$ cat src/rtl/mult_pkg.sv
// rtl/mult_pkg.sv - shared widths and types for the round-robin multiplier arbiter
package mult_pkg;

   localparam int MULT_DW = 16;
   localparam int MULT_RW = 2*MULT_DW - 1;

   typedef logic req_id_t;

   typedef struct packed {
      logic                 sign;
      logic [MULT_DW-2:0]   mag;
   } sm_op_t;

endpackage

$ cat src/rtl/mult_pipe.sv
// rtl/mult_pipe.sv - two-stage registered sign-magnitude multiply carrying a requester tag
module mult_pipe
   import mult_pkg::*;
#(
   parameter int DW = MULT_DW
)(
   input  logic              clk,
   input  logic              rst_n,
   input  logic              valid_i,
   input  logic [DW-1:0]     a_i,
   input  logic [DW-1:0]     b_i,
   input  req_id_t           id_i,
   output logic              v1_o,
   output logic              valid_o,
   output req_id_t           id_o,
   output logic [2*DW-2:0]   data_o
);

   localparam int MW = DW - 1;

   logic [DW-1:0]     a_q, a_d, b_q, b_d;
   req_id_t           id1_q, id1_d, id2_q, id2_d;
   logic              v1_q, v2_q;
   logic              sign_q, sign_d;
   logic [2*MW-1:0]   mag_q, mag_d;

   // Registers only load on a live token so idle cycles leave the datapath quiet.
   always_comb begin
      a_d    = valid_i ? a_i  : a_q;
      b_d    = valid_i ? b_i  : b_q;
      id1_d  = valid_i ? id_i : id1_q;
      sign_d = v1_q ? (a_q[DW-1] ^ b_q[DW-1]) : sign_q;
      mag_d  = v1_q ? ({{MW{1'b0}}, a_q[MW-1:0]} * {{MW{1'b0}}, b_q[MW-1:0]}) : mag_q;
      id2_d  = v1_q ? id1_q : id2_q;
   end

   always_ff @(posedge clk or negedge rst_n) begin
      if (!rst_n) begin
         a_q    <= '0;
         b_q    <= '0;
         id1_q  <= 1'b0;
         v1_q   <= 1'b0;
         sign_q <= 1'b0;
         mag_q  <= '0;
         id2_q  <= 1'b0;
         v2_q   <= 1'b0;
      end else begin
         a_q    <= a_d;
         b_q    <= b_d;
         id1_q  <= id1_d;
         v1_q   <= valid_i;
         sign_q <= sign_d;
         mag_q  <= mag_d;
         id2_q  <= id2_d;
         v2_q   <= v1_q;
      end
   end

   assign v1_o    = v1_q;
   assign valid_o = v2_q;
   assign id_o    = id2_q;
   assign data_o  = {sign_q, mag_q};

endmodule

$ cat src/rtl/mult_arb.sv
// rtl/mult_arb.sv - two-port round-robin arbiter in front of the shared multiply pipeline
// MULT_ARB_STATS_EN adds saturating per-requester grant counters.
module mult_arb
   import mult_pkg::*;
#(
   parameter int DW = MULT_DW
`ifdef MULT_ARB_STATS_EN
   , parameter int CNT_W = 16
`endif
)(
   input  logic              clk,
   input  logic              rst_n,
   input  logic              req0_valid,
   input  logic [DW-1:0]     req0_a,
   input  logic [DW-1:0]     req0_b,
   output logic              req0_ready,
   input  logic              req1_valid,
   input  logic [DW-1:0]     req1_a,
   input  logic [DW-1:0]     req1_b,
   output logic              req1_ready,
   output logic              res_valid,
   output logic              res_id,
   output logic [2*DW-2:0]   res_data,
   output logic              busy
`ifdef MULT_ARB_STATS_EN
   ,
   output logic [CNT_W-1:0]  grant_cnt0,
   output logic [CNT_W-1:0]  grant_cnt1
`endif
);

   logic       prio_q, prio_d;
   logic       grant0, grant1;
   logic       v1;
   req_id_t    out_id;

   always_comb begin
      grant0 = req0_valid & (~req1_valid | ~prio_q);
      grant1 = req1_valid & (~req0_valid |  prio_q);
      prio_d = prio_q;
      if (grant0)      prio_d = 1'b1;
      else if (grant1) prio_d = 1'b0;
   end

   always_ff @(posedge clk or negedge rst_n) begin
      if (!rst_n) prio_q <= 1'b0;
      else        prio_q <= prio_d;
   end

   assign req0_ready = grant0;
   assign req1_ready = grant1;

   mult_pipe #(.DW(DW)) u_pipe (
      .clk     (clk),
      .rst_n   (rst_n),
      .valid_i (grant0 | grant1),
      .a_i     (grant1 ? req1_a : req0_a),
      .b_i     (grant1 ? req1_b : req0_b),
      .id_i    (grant1),
      .v1_o    (v1),
      .valid_o (res_valid),
      .id_o    (out_id),
      .data_o  (res_data)
   );

   assign res_id = out_id;
   assign busy   = v1 | res_valid;

`ifdef MULT_ARB_STATS_EN
   localparam logic [CNT_W-1:0] CNT_ONE = {{(CNT_W-1){1'b0}}, 1'b1};

   logic [CNT_W-1:0] cnt0_q, cnt0_d, cnt1_q, cnt1_d;

   // Counters stick at all-ones rather than wrapping.
   always_comb begin
      cnt0_d = cnt0_q;
      cnt1_d = cnt1_q;
      if (grant0 && (cnt0_q != '1)) cnt0_d = cnt0_q + CNT_ONE;
      if (grant1 && (cnt1_q != '1)) cnt1_d = cnt1_q + CNT_ONE;
   end

   always_ff @(posedge clk or negedge rst_n) begin
      if (!rst_n) begin
         cnt0_q <= '0;
         cnt1_q <= '0;
      end else begin
         cnt0_q <= cnt0_d;
         cnt1_q <= cnt1_d;
      end
   end

   assign grant_cnt0 = cnt0_q;
   assign grant_cnt1 = cnt1_q;
`endif

endmodule

$ cat config.mk
export PLATFORM = sky130hd
export DESIGN_NAME = mult_arb
export DESIGN_NICKNAME = d
export VERILOG_FILES = /design/src/rtl/mult_pkg.sv /design/src/rtl/mult_pipe.sv /design/src/rtl/mult_arb.sv
export SDC_FILE = /design/constraint.sdc
export NUM_CORES = 1
export LEC_CHECK = 0
export ABC_AREA = 1
export CAP_MARGIN = 20
export CORE_ASPECT_RATIO = 0.8
export CORE_MARGIN = 3
export CORE_UTILIZATION = 56
export DETAILED_ROUTE_END_ITERATION = 16
export MAX_ROUTING_LAYER = met4
export PLACE_DENSITY_LB_ADDON = 0.2
export REMOVE_ABC_BUFFERS = 1
export SYNTH_ARGS = -nofsm -noshare
export SYNTH_HDL_FRONTEND = slang
export SYNTH_HIERARCHICAL = 1
export SYNTH_SLANG_ARGS = --single-unit
$ cat constraint.sdc
create_clock -name clk -period 6.3 [get_ports clk]
set_input_delay 1.26 -clock clk [delete_from_list [all_inputs] [get_ports clk]]
set_output_delay 1.26 -clock clk [all_outputs]
set_load 0.01 [all_outputs]
==> run summary <==
Status -> completed
RR Startpoint -> u_pipe/a_q[9]
Synth Instances -> 1556
Routability cong. -> 0.961
Critical path class -> reg2reg
Htree depth -> 3
Post-Syn Area -> 11600 µm²
Share of the synthesized area in the top cell type -> 0.289
Avg Vias per Cell -> 5.09
Max Fclk -> 175 MHz
Sequential area share after synthesis -> 0.147
Core ar. -> 20100 µm²
Slowest library cell on the worst path -> dfrtp_1
Crit. End Element -> flip-flop
Worst slew pin tran -> 0.915 ns
DRT iter0 DRCs -> 715
Largest net degree at the start of global routing -> 69
DR DRC count -> 0
Post-CTS Setup Bufs -> 0
IO Pins -> 104
Final-report hold violation count -> 0
Min cycle time layout -> 5.72 ns
Synth cell types -> 33
Die X -> 167 µm
Post-cts resize count -> 0
Prevailing post-synth register cell -> dfrtp_1
Layout cell share with drive strength beyond 1 -> 0.0605
Die H -> 135 µm
Most common cell after layout, fill and taps aside -> nand2_1
Layout Nets -> 1961
#FFs+latches synth -> 68
Clk Latency, worst-skew pair -> 0.36 ns
ANT nets after route -> 0
Die area -> 22500 µm²
CP startpoint -> u_pipe/a_q[9]
Root Buffer -> clkbuf_16
Fin. max-slew vios -> 0
GRT Total Usage -> 0.290
Vias in the first global route -> 10000
# setup viols final -> 0
CTS Buffer Depth -> 2
Clock slew at reported path FFs -> 0.07 ns
Slew headroom -> 0.390
Arrival time worst endpoint -> 5.96 ns
Critical Path RT -> 6.54 ns
Most used cell, CP -> inv_1
RSZ-0062 raised after global routing -> no
Commonest non-fill, non-tap cells in the layout -> 489 x nand2_1, 433 x inv_1, 167 x fa_1
Cell accounting for the most synthesized area -> fa_1
Synth area leaders -> fa_1 29%, nand2_1 16%, dfrtp_1 15%
Initial Utilization -> 0.577
Number of synthesized flops with an enable pin -> 0
Fin crit share -> 0.908
Max cap viols -> 0
Synthesis-to-layout area growth -> 13.1%
CTS Hold Buffers Added -> 0
HP Class -> reg2reg
Clock skew -> 0.0140 ns
Setup tns final -> 0 ns
Synth Warn # -> 6
Final HPWL from detailed placement -> 24300 µm
Sequential cell area -> 1700 µm²
Critical-path cell list -> nand2_1, inv_1, fa_1, inv_1, fa_1, inv_1, fa_1, inv_1, fa_1, inv_1, fa_1, inv_1, fa_1, inv_1, ha_1, nand2_2, inv_1, nand2_1, nand2_1, inv_1, nand3_2, or2_2, nand3_1, nand2_1
Drt wl/cell -> 15.7 µm
CTS Sinks -> 68
Number of core rows -> 46
Min-delay src -> u_pipe/mag_q[3]
Async SR Flop Fraction -> 1.00
Synthesized area per cell -> 7.44 µm²
Ant diodes -> 0
Initial antenna violation count -> 0
Fillers -> 1810
CTS tree -> done
Crit path largest cell delay -> 0.65 ns
Grt ovf -> 0
CTS buffer count -> 9
Via count -> 9683
Multi-input gate area -> 7950 µm²
Post-Route WL -> 29900 µm
CP max FO -> 16
Pre-antenna DRT Iters -> 5
Worst Setup Start Kind -> flip-flop
Global-route wire length before repair -> 50700 µm
IO Port Bufs -> 103
[registers in the layout, indices dropped and copies added (netlist names)]
register	cells
u_pipe/v1_o	1
u_pipe/valid_o	1
u_pipe/id_o	1
prio_q	1
u_pipe/id1_q	1
u_pipe/a_q	16
u_pipe/b_q	16
u_pipe/sign_q	1
u_pipe/mag_q	30
[final timing paths]
path | to | slack (ns) | cells after the start
setup / recovery | u_pipe/mag_q[12] | 0.58 | 24
hold / removal | u_pipe/mag_q[3] | 0.48 | 2
setup reg to reg | u_pipe/mag_q[12] | 0.58 | 24
hold reg to reg | u_pipe/mag_q[3] | 0.48 | 2
max in group asynchronous | u_pipe/mag_q[19] | 4.58 | 2
min in group asynchronous | u_pipe/id_o | 1.12 | 2
[cells by family (layout without fill, tap and decap cells)]
group                    Yosys count  after routing  synth area share
AND/OR/NAND/NOR                  650            650             0.237
buffers and inverters            490            571             0.166
adder cells (fa/ha/maj)          261            261             0.390
flip-flops                        68             68             0.147
AO/OA/AOI/OAI                     43             43            0.0202
multiplexers                      30             30            0.0292
XOR/XNOR                          14             14            0.0106
[cells in the mapped netlist, drive strengths merged (5+ instances only)]
| cell type | instances |
|---|---|
| dfrtp | 68 |
| clkbuf | 36 |
| buf | 18 |
| nand4 | 7 |
| xor2 | 5 |
| mux2 | 30 |
| nand3 | 105 |
| nand2 | 499 |
| xnor2 | 9 |
| ha | 94 |
| nor2 | 36 |
| a21oi | 15 |
| fa | 167 |
| o21ai | 19 |
| inv | 435 |
[worst max-delay path, delay by kind of cell, from the launching register on]
kind | cells | cell delay, ns
and+or+nand+nor | 8 | 1.04
DFF | 1 | 0.65
buffers and inverters | 9 | 0.50
adders and majority gates | 7 | 3.38
[layer usage]
metal	up-vias	wire, µm	track usage	part of all wire
met5	-	0	-	0
met2	315	13500	0.442	0.45
met1	4674	13700	0.405	0.46
li1	4649	-	-	-
met3	45	2230	0.0556	0.074
met4	0	527	0.0733	0.018
[cell type report]
type,instances,share of cell area
tap,264,0.0252
multi-input combinational,998,0.607
clock inverter,7,0.00745
clock buffer,9,0.0172
timing repair buffer,119,0.0881
sequential,68,0.130
inverter,436,0.125
[metrics by stage]
step	cells	setup slack [ns]	util	hold WS, ns	area [µm²]
3_3_place_gp	1884	0.613	0.635	0.459	12800
2_1_floorplan	1502	1.19	-	0.488	11300
3_5_place_dp	1885	0.644	0.636	0.459	12800
6_report	1901	0.583	0.652	0.478	13100
4_1_cts	1901	0.610	0.652	0.484	13100
5_1_grt	1901	0.291	0.652	0.499	13100
Power is left out: the tool's default activity adds up to more than one toggle a clock period on the data nets, which glitch-free logic cannot reach.
